### config.mk
export PLATFORM = sky130hd
export DESIGN_NAME = mem_store_capture
export DESIGN_NICKNAME = d
export VERILOG_FILES = /design/src/rtl/mem_store_capture.sv
export SDC_FILE = /design/constraint.sdc
export NUM_CORES = 1
export LEC_CHECK = 0
export ABC_AREA = 0
export BUFFER_PORTS_ARGS = -buffer_cell sky130_fd_sc_hd__buf_4
export CAP_MARGIN = 5
export CELL_PAD_IN_SITES_DETAIL_PLACEMENT = 1
export CELL_PAD_IN_SITES_GLOBAL_PLACEMENT = 2
export CORE_MARGIN = 5
export CORE_UTILIZATION = 44
export CTS_CLUSTER_SIZE = 8
export DETAILED_ROUTE_END_ITERATION = 6
export GPL_TIMING_DRIVEN = 0
export PLACE_DENSITY = 0.73
export SYNTH_ARGS = -nofsm -noshare
export SYNTH_HDL_FRONTEND = slang
export SYNTH_SLANG_ARGS = --single-unit
### constraint.sdc
create_clock -name CLK -period 4.4 [get_ports CLK]
set_clock_uncertainty 0.1 [all_clocks]
set_input_delay 0.22 -clock CLK [delete_from_list [all_inputs] [get_ports CLK]]
set_output_delay 0.22 -clock CLK [all_outputs]
set_load 0.02 [all_outputs]
### src/rtl/mem_store_capture.sv
// Passive store-trace buffer: snoops CPU stores (CS & WE) inside an address window
// into a FWFT queue read out over a valid/ready port, with sticky drop accounting.
module mem_store_capture #(
  parameter int DEPTH  = 16,
  parameter int ADDR_W = 7,
  parameter int DATA_W = 32,
  parameter int WIN_LO = 0,
  parameter int WIN_HI = 127
) (
  input  logic                      CLK,
  input  logic                      RST,
  input  logic                      CS,
  input  logic                      WE,
  input  logic [ADDR_W-1:0]         Address,
  input  logic [DATA_W-1:0]         Mem_Bus,
  output logic                      rd_valid,
  input  logic                      rd_ready,
  output logic [ADDR_W-1:0]         rd_addr,
  output logic [DATA_W-1:0]         rd_data,
  output logic [$clog2(DEPTH):0]    count,
  output logic                      overflow,
  output logic [7:0]                drop_cnt,
  input  logic                      clr_ovf
);

  localparam int PW = $clog2(DEPTH);
  localparam logic [ADDR_W-1:0] WIN_LO_A = WIN_LO[ADDR_W-1:0];
  localparam logic [ADDR_W-1:0] WIN_HI_A = WIN_HI[ADDR_W-1:0];

  logic [PW:0]         wr_ptr_q, wr_ptr_d;
  logic [PW:0]         rd_ptr_q, rd_ptr_d;
  logic                ovf_q, ovf_d;
  logic [7:0]          drop_cnt_q, drop_cnt_d;
  logic [ADDR_W-1:0]   addr_mem_q [DEPTH];
  logic [DATA_W-1:0]   data_mem_q [DEPTH];

  logic lo_ok, hi_ok;
  logic cap, empty, full, push, pop, drop;

  // Window bounds that cover the whole address range are elided so no
  // constant comparison is built.
  if (WIN_LO <= 0) begin : g_lo_all
    assign lo_ok = 1'b1;
  end else begin : g_lo_cmp
    assign lo_ok = (Address >= WIN_LO_A);
  end

  if (WIN_HI >= (1 << ADDR_W) - 1) begin : g_hi_all
    assign hi_ok = 1'b1;
  end else begin : g_hi_cmp
    assign hi_ok = (Address <= WIN_HI_A);
  end

  assign cap   = CS & WE & lo_ok & hi_ok;
  assign empty = (wr_ptr_q == rd_ptr_q);
  assign full  = (wr_ptr_q[PW-1:0] == rd_ptr_q[PW-1:0]) && (wr_ptr_q[PW] != rd_ptr_q[PW]);
  assign pop   = rd_valid & rd_ready;
  // A pop on a full queue frees the slot the same-cycle push lands in.
  assign push  = cap & (~full | pop);
  assign drop  = cap & full & ~pop;

  assign rd_valid = ~empty;
  assign rd_addr  = addr_mem_q[rd_ptr_q[PW-1:0]];
  assign rd_data  = data_mem_q[rd_ptr_q[PW-1:0]];
  assign count    = wr_ptr_q - rd_ptr_q;
  assign overflow = ovf_q;
  assign drop_cnt = drop_cnt_q;

  always_comb begin
    wr_ptr_d   = wr_ptr_q;
    rd_ptr_d   = rd_ptr_q;
    ovf_d      = ovf_q;
    drop_cnt_d = drop_cnt_q;
    if (push) wr_ptr_d = wr_ptr_q + (PW+1)'(1);
    if (pop)  rd_ptr_d = rd_ptr_q + (PW+1)'(1);
    if (clr_ovf) begin
      ovf_d      = 1'b0;
      drop_cnt_d = 8'd0;
    end else if (drop) begin
      ovf_d = 1'b1;
      if (drop_cnt_q != 8'hFF) drop_cnt_d = drop_cnt_q + 8'd1;
    end
  end

  always_ff @(posedge CLK) begin
    if (RST) begin
      wr_ptr_q   <= '0;
      rd_ptr_q   <= '0;
      ovf_q      <= 1'b0;
      drop_cnt_q <= 8'd0;
    end else begin
      wr_ptr_q   <= wr_ptr_d;
      rd_ptr_q   <= rd_ptr_d;
      ovf_q      <= ovf_d;
      drop_cnt_q <= drop_cnt_d;
    end
  end

  // Storage is not reset; a write during reset is harmless because the
  // pointers are cleared in the same edge.
  always_ff @(posedge CLK) begin
    if (push) begin
      addr_mem_q[wr_ptr_q[PW-1:0]] <= Address;
      data_mem_q[wr_ptr_q[PW-1:0]] <= Mem_Bus;
    end
  end

endmodule

# --- Word-level counts from Yosys, hierarchy flattened ---
# Memories as Yosys holds them, arrays and structs flattened. A register that Yosys moved wholly into a read port is not among the register bits.
# Index checks and enable logic that the tools add are counted.
word_totals:
  wordCells: 32
  regBits: 19
  mem_count: 2
  ramBits: 624
classes:
  n_eq_ne: 4
  n_mux: 6
  n_addsub: 4
  bitwise_logic: 9
  n_reduce_logical: 3
memory_table:
  columns: ["name", "depth", "width", "rd", "rd_clocked_by_memory_dff", "write_ports", "line_no", "rtl"]
  rows:
  - ["data_mem_q", 16, 32, 1, 1, 1, "35", "logic [DATA_W-1:0] data_mem_q [DEPTH];"]
  - ["addr_mem_q", 16, 7, 1, 1, 1, "34", "logic [ADDR_W-1:0] addr_mem_q [DEPTH];"]
ops:
  columns: ["operator", "n"]
  rows:
  - ["$mux W4", 4]
  - ["$add A5 B1 Y5 const B", 2]
  - ["$add A8 B1 Y8 const B", 1]
  - ["$ne A8 B8 Y1 const B", 1]
  - ["$and A1 B1 Y1", 5]
  - ["$eq A5 B5 Y1", 1]
  - ["$sub A5 B5 Y5", 1]
  - ["$eq A4 B4 Y1", 1]
  - ["$not A1 Y1", 3]
  - ["$mux W1", 2]
  - ["$reduce_and A2 Y1", 1]
  - ["$reduce_or A2 Y1", 1]
  - ["$logic_and A1 B1 Y1", 1]
  - ["$ne A1 B1 Y1", 1]
  - ["$or A1 B1 Y1", 1]

# --- Logic depth before layout (Yosys ltp) ---
# Gate-level depths: netlist of run 1.
depth:
  depth_word: 7
  ltp_mapped: 7
  depth_no_buf: 7

# --- Worst setup path before layout of run 1 ---
# No wires, ideal clock.
synth_path:
  kind: "register -> register"
  start: "register wr_ptr_q[0]"
  end: "memory addr_mem_q[0][0], enable pin"
  t_arrival_ns: 3.968
  setup_slack_ns: -0.151
  synth_period_minus_slack_ns: 4.551
  path_stages_with_launch: 7
  cell_sequence: "dfxtp_1 > inv_1 > ha_1 > nand4_1 > o31a_2 > nand2_1 > nor3_1"
synth_via:
  elab_chain_len: 7
  word_cells_on_any_way: 10
synth_lines:
  columns: ["item", "line_no", "rtl"]
  rows:
  - ["start: declaration", "30", "logic [PW:0] wr_ptr_q, wr_ptr_d;"]
  - ["start signal: assignment", "92", "wr_ptr_q <= wr_ptr_d;"]
  - ["$eq A5 B5 Y1 or $eq A4 B4 Y1 (tied branches)", "55, 56", null]
  - ["$not A1 Y1 or $logic_and A1 B1 Y1 (tied branches)", "62, 56", null]
  - ["$and A1 B1 Y1 or $not A1 Y1 (tied branches)", "57, 59", null]
  - ["$or A1 B1 Y1", "59", "assign push = cap & (~full | pop);"]
  - ["$and A1 B1 Y1", "59", null]
  - ["$mux W1", "102", "if (push) begin"]
  - ["$mux W1 (not written as such)", "103", "addr_mem_q[wr_ptr_q[PW-1:0]] <= Address;"]
  - ["end: declaration", "34", null]
# Several ways; a longest one is shown, not always the timed one.

==> flow_metrics.tcl, run 1 <==
set metrics [dict create \
    drt_drc_violations_left 0 \
    stdcell_count 2150 \
    slew_violations 0 \
    dpl.cell_count 1986 \
    die_y_um 246 \
    synth_area_sq_um 24500 \
    cts_sinks 647 \
    numCtsBuffers 90 \
    cts_tree "done" \
    antenna_found_initial 4 \
    setup_viol_count_final 0 \
    core_area_sq_um 55200 \
    place_ws_ns 0.977 \
    p_sw_mw 3.13 \
    hold_buffers 47 \
    drt_iter0_drc 1046 \
    power_mw 14.2 \
    cp.arrival_ns 3.66 \
    gp_congestion 0.696 \
    final_cell_mix "edfxtp_1, mux4_2, buf_4" \
    dieArea_sq_um 60600 \
    switching_share 0.220 \
    p_seq_frac 0.479 \
    ys_seq_area_frac 0.783 \
    hpwlAfterDp_mm 36.7 \
    vias 12300 \
    h-tree-depth 3 \
    max-cap-violations 0 \
    postCtsSetupBuffers 0 \
    period_share 0.905 \
    wl_per_cell_um 28.3 \
    ys_warn_count 0 \
    die_w_um 246 \
    fin_nets 1433 \
    num_rows 86 \
    layout_min_cycle_time_ns 3.98 \
    drtPass1Iterations 5 \
    crit_type "flip-flop to output pin" \
    initial_core_util 0.444 \
    clkTransAtPathRegs_ns 0.05 \
    wl_mm 60.9 \
    ios 99 \
    worst_pin_slew_ns 1.08 \
    layout-drive-gt1-share 0.301 \
    synth_cell_type_count 40 \
    start_kind "flip-flop" \
    clock_path_buffers 3 \
    path_max_fanout 10 \
    grt_pass1_wl_mm 90.3 \
    powerDensity_nw_per_um2 475 \
    synth_top_area_frac 0.764 \
    track_usage 0.205 \
    rsz0062_at_grt "no" \
    viasPerCell 5.73 \
    synth_area_per_cell_sq_um 22.1 \
    ir_drop_mv 0.325 \
    power_frac_clock 0.428 \
    ctsResizeCount 0 \
    synth.area.top_cells "edfxtp_1, mux4_2, a22oi_1, dfxtp_1, nand2_1" \
    synth_cells 1109 \
    syn-num-nets 1165 \
    worst_slack_ns 0.417 \
    ant_nets 0 \
    fin_util 0.542 \
    mostFrequentLayoutCell "edfxtp_1" \
    max_slew_margin 0.277 \
    status "finished clean" \
    p_int_mw 11.1 \
    worstSetupEndpointType "output pin" \
    synth_area_leader_cell "edfxtp_1" \
    fmax_mhz 251 \
    hp-class "input port to flip-flop" \
    port_buffers 98 \
    synth-seq-cells 647 \
    grt-ovfl-total 0 \
    power_leakage_nw 9.51 \
    clock_latency_ns 0.61 \
    grt_max_degree 23 \
    first_global_vias 13400 \
    cp_data_required_time_ns 4.08 \
    final_hold_viol_count 0 \
    combPwrFrac 0.093 \
    syn2layout_area_growth_pct 22.1 \
    cts_root_buffer "clkbuf_16" \
]
Yosys cell counts:
master      n
nor2_1     27
and4_1      1
ha_1       10
xor2_1      4
a311oi_1    1
nand2b_1    2
buf_1       5
nor4_1      1
edfxtp_1  624
or3_2       3
mux4_2    156
a22oi_1    78
nand2_1    50
buf_2      13
dfxtp_1    23
a21o_1      2
xnor2_1     6
buf_6       1
o31ai_1     4
a21oi_1    12
and2_1      2
mux2_2      1
o211ai_1    1
nand3_1     4
xnor2_2     1
and3_1      2
nand4_1     4
mux2i_1     3
or4_1       3
inv_1       8
o21ai_0     3
fa_1        1
or2_2       1
or4_4       1
nor2b_1     4
and4b_1     1
o311ai_1    1
nor3_1      7
clkbuf_1   37
o31a_2      1
per-layer routing:
| layer | global-route usage | vias up | routed length [um] | part of all wire |
|---|---|---|---|---|
| met4 | 0.0455 | 2 | 939 | 0.015 |
| met2 | 0.353 | 436 | 31500 | 0.52 |
| met3 | 0.0394 | 68 | 3570 | 0.059 |
| met5 | 0 | - | 12 | 0.00020 |
| li1 | - | 5204 | - | - |
| met1 | 0.274 | 6616 | 24900 | 0.41 |
final timing paths:
path                                      end                     start  slack, ns  cells after the start
hold / removal    data_mem_q[9][11]$_DFFE_PP_               Mem_Bus[11]       0.34                      2
setup / recovery                   rd_addr[4]                 flip-flop       0.42                      7
hold reg to reg         overflow$_SDFFE_PP0P_     overflow$_SDFFE_PP0P_       0.37                      2
setup reg to reg  data_mem_q[2][15]$_DFFE_PP_  wr_ptr_q[0]$_SDFFE_PP0P_       1.11                      8
area by class of cell:
| cell class | count | area (sq um) |
|---|---|---|
| Antenna cell | 3 | 7.51 |
| Fill cell | 4743 | 25300 |
| Clock buffer | 108 | 2340 |
| Clock inverter | 6 | 67.6 |
| Sequential cell | 647 | 19200 |
| Multi-Input combinational cell | 398 | 5210 |
| Inverter | 8 | 30.0 |
| Buffer | 56 | 234 |
| Tap cell | 748 | 936 |
| Timing Repair Buffer | 176 | 1920 |
per-stage QoR:
stage | instance area, sq um | setup TNS, ns | hold slack, ns
4_1_cts | 29900 | 0 | 0.305
6_report | 29900 | 0 | 0.340
3_5_place_dp | 27100 | 0 | 0.365
5_1_grt | 29900 | 0 | 0.325
3_3_place_gp | 26200 | -910.58 | 0.353
2_1_floorplan | 24500 | 0 | 0.219
power groups by stage:
stage          Sequential, mW  Clock, mW  Combinational (mW)
6_report                 6.81       6.09                1.32
5_1_grt                  6.81       6.50                1.42
4_1_cts                  6.81       6.20                1.35
3_5_place_dp             6.93          0                1.30
3_3_place_gp             6.93          0                1.26
2_1_floorplan            6.93          0               0.819
flip-flops by register name, summed over array words and instances, names as in the netlist, named ones only:
signal and count:
data_mem_q 512, addr_mem_q 112, drop_cnt 8, rd_ptr_q 5
wr_ptr_q 5, overflow 1
logic make-up (layout without fill, tap and decap cells):
| family | Yosys count | after routing | share of synthesized area |
|---|---|---|---|
| and+or+nand+nor | 113 | 113 | 0.0212 |
| muxes | 160 | 160 | 0.145 |
| buffers and inverters | 64 | 354 | 0.0108 |
| DFF | 647 | 647 | 0.783 |
| adders and majority gates | 11 | 11 | 0.00592 |
| other | 0 | 3 | 0 |
| AOI/OAI and AO/OA | 103 | 103 | 0.0302 |
| xor gates and xnor gates | 11 | 11 | 0.00423 |
critical path, cell delays in order, from the launching register on:
cell and delay, ns:
dfxtp_1 0.30, clkbuf_1 0.18, buf_1 0.80, buf_2 0.58, mux4_2 0.58, a22oi_1 0.25, nand2_1 0.17, buf_4 0.19
Note: power is estimated with default switching activity, not from simulation.
==> inputs of run 2 (changes only) <==
Settings changed: CELL_PAD_IN_SITES_GLOBAL_PLACEMENT 2 to 1, CORE_UTILIZATION 44 to 49, HOLD_SLACK_MARGIN set to 0.05.
==> run 2 against run 1 <==
Critical path depth stayed put; final cell count is 2.9% lower; via count is 1.9% higher; fmax is 0.23% higher; die area is 9.8% lower; cell area is 0.30% lower; critical path type unchanged.
==> flow_metrics.tcl, run 2 (synthesis results as in run 1) <==
set metrics [dict create \
    status "finished clean" \
    rr_worst_depth 9 \
    die_y_um 234 \
    drtPass1Iterations 5 \
    fin_nets 1430 \
    path_cells "clkbuf_1, clkbuf_1, buf_1, mux4_2, a22oi_1, nand2_1, buf_4" \
    cpPeakStageDelay_ns 0.91 \
    final_hold_viol_count 0 \
    p_seq_frac 0.473 \
    die_w_um 234 \
    clock_latency_ns 0.61 \
    antenna_found_initial 3 \
    drt_iter0_drc 1253 \
    grt_max_degree 24 \
    num_rows 82 \
    p_int_mw 11.2 \
    reg2reg_to "data_mem_q[2][23]$_DFFE_PP_" \
    hold_end "drop_cnt[7]$_SDFFE_PP0P_" \
    hold_buffers 46 \
    path_max_fanout 10 \
    slew_violations 0 \
    power_frac_clock 0.434 \
    setup_viol_count_final 0 \
    layout-drive-gt1-share 0.296 \
    largest_register_ffs 512 \
    worst_pin_slew_ns 1.15 \
    postCtsSetupBuffers 0 \
    min_from "CS" \
    multi_input_area_sq_um 5210 \
    viasPerCell 6.01 \
    p_sw_mw 3.18 \
    initial_core_util 0.492 \
    vias 12600 \
    r2r_slack_ns 0.81 \
    mostFrequentLayoutCell "edfxtp_1" \
    cts_tree "done" \
    switching_share 0.220 \
    path_buf_inv 4 \
    fillCellCount 4194 \
    crit_type "flip-flop to output pin" \
    dpl.cell_count 1908 \
    grt_pass1_wl_mm 93.4 \
    hp-class "input port to flip-flop" \
    fmax_mhz 252 \
    clkTransAtPathRegs_ns 0.05 \
    ir_drop_mv 0.377 \
    final_cell_mix "edfxtp_1, mux4_2, buf_4" \
    cp_common_cell "clkbuf_1" \
    gp_congestion 0.724 \
    drt_drc_violations_left 0 \
    core_area_sq_um 49900 \
    layout_min_cycle_time_ns 3.97 \
    clock_path_buffers 3 \
    dieArea_sq_um 54600 \
    stdcell_count 2088 \
    powerDensity_nw_per_um2 482 \
    worstSetupEndpointType "output pin" \
    numCtsBuffers 90 \
    slowest_stage "buf_1" \
    r2r-start "wr_ptr_q[0]$_SDFFE_PP0P_" \
    cp.arrival_ns 3.65 \
    wl_per_cell_um 30.3 \
    wl_mm 63.2 \
    h-tree-depth 3 \
    crit_family "buffers and inverters" \
    period_share 0.903 \
    ios 99 \
    holdWs_ns 0.166 \
    ctsResizeCount 0 \
    whs_path_depth 5 \
    syn2layout_area_growth_pct 21.7 \
    start_kind "flip-flop" \
    port_buffers 98 \
    ant_nets 0 \
    crit_cells 7 \
    cts_sinks 647 \
    first_global_vias 13900 \
    seq_area_sq_um 19200 \
    rsz0062_at_grt "no" \
    max_slew_margin 0.233 \
    hpwlAfterDp_mm 37.5 \
    cts_root_buffer "clkbuf_16" \
    track_usage 0.238 \
    power_leakage_nw 9.51 \
    combPwrFrac 0.092 \
    grt-ovfl-total 0 \
    cp_data_required_time_ns 4.08 \
    max-cap-violations 0 \
]
[run 2: routing by layer]
| metal | GRT usage | part of all wire | vias up |
|---|---|---|---|
| met4 | 0.0793 | 0.026 | 2 |
| met3 | 0.0447 | 0.070 | 106 |
| li1 | - | - | 5217 |
| met1 | 0.314 | 0.39 | 6656 |
| met5 | 0 | 0.00021 | - |
| met2 | 0.405 | 0.52 | 574 |
[run 2: how the worst max path moves through the flow]
stage | endpoint | slack, ns | from
finish | rd_data[1] | 0.43 | flip-flop
detailed placement | data_mem_q[2][23]$_DFFE_PP_ | 0.88 | wr_ptr_q[0]$_SDFFE_PP0P_
global route | rd_data[1] | 0.16 | flip-flop
floorplan | addr_mem_q[4][0]$_DFFE_PP_ | 0.89 | wr_ptr_q[0]$_SDFFE_PP0P_
global placement | data_mem_q[14][24]$_DFFE_PP_ | -1.47 | wr_ptr_q[0]$_SDFFE_PP0P_
CTS | rd_data[0] | 0.31 | flip-flop
[run 2: through the flow]
| step | setup TNS [ns] | utilization | power, mW | instance area [sq um] | setup WS, ns |
|---|---|---|---|---|---|
| after floorplan | 0 | - | 7.75 | 24500 | 0.894 |
| after global placement | -782.60 | 0.524 | 8.18 | 26100 | -1.47 |
| after detailed placement | 0 | 0.539 | 8.23 | 26900 | 0.884 |
| after CTS | 0 | 0.599 | 14.5 | 29900 | 0.308 |
| after global routing | 0 | 0.599 | 14.9 | 29900 | 0.163 |
| final | 0 | 0.599 | 14.4 | 29900 | 0.426 |
[run 2: area by class of cell]
type / instances / area share
repair buffers: 173 / 0.0610
inverters: 8 / 0.00101
clock buffers: 128 / 0.0823
diodes: 2 / 0.000168
multi-input cells: 398 / 0.174
clock inverters: 4 / 0.00205
plain buffers: 56 / 0.00784
well taps: 672 / 0.0282
flip-flops and latches: 647 / 0.643
[run 2: worst register-to-register path, stage by stage (launching register included)]
cell	delay, ns
dfxtp_1	0.43
inv_1	0.15
ha_1	0.36
nand4_1	0.32
o31a_2	0.28
nand2_1	0.26
nor3_4	0.75
buf_16	0.25
buf_16	0.18
buf_8	0.18
[run 2: power by group through the flow]
stage	clock network, mW	logic (mW)	registers (mW)
2_1_floorplan	0	0.819	6.93
3_3_place_gp	0	1.24	6.93
3_5_place_dp	0	1.30	6.93
4_1_cts	6.34	1.35	6.81
5_1_grt	6.67	1.42	6.81
6_report	6.26	1.33	6.82
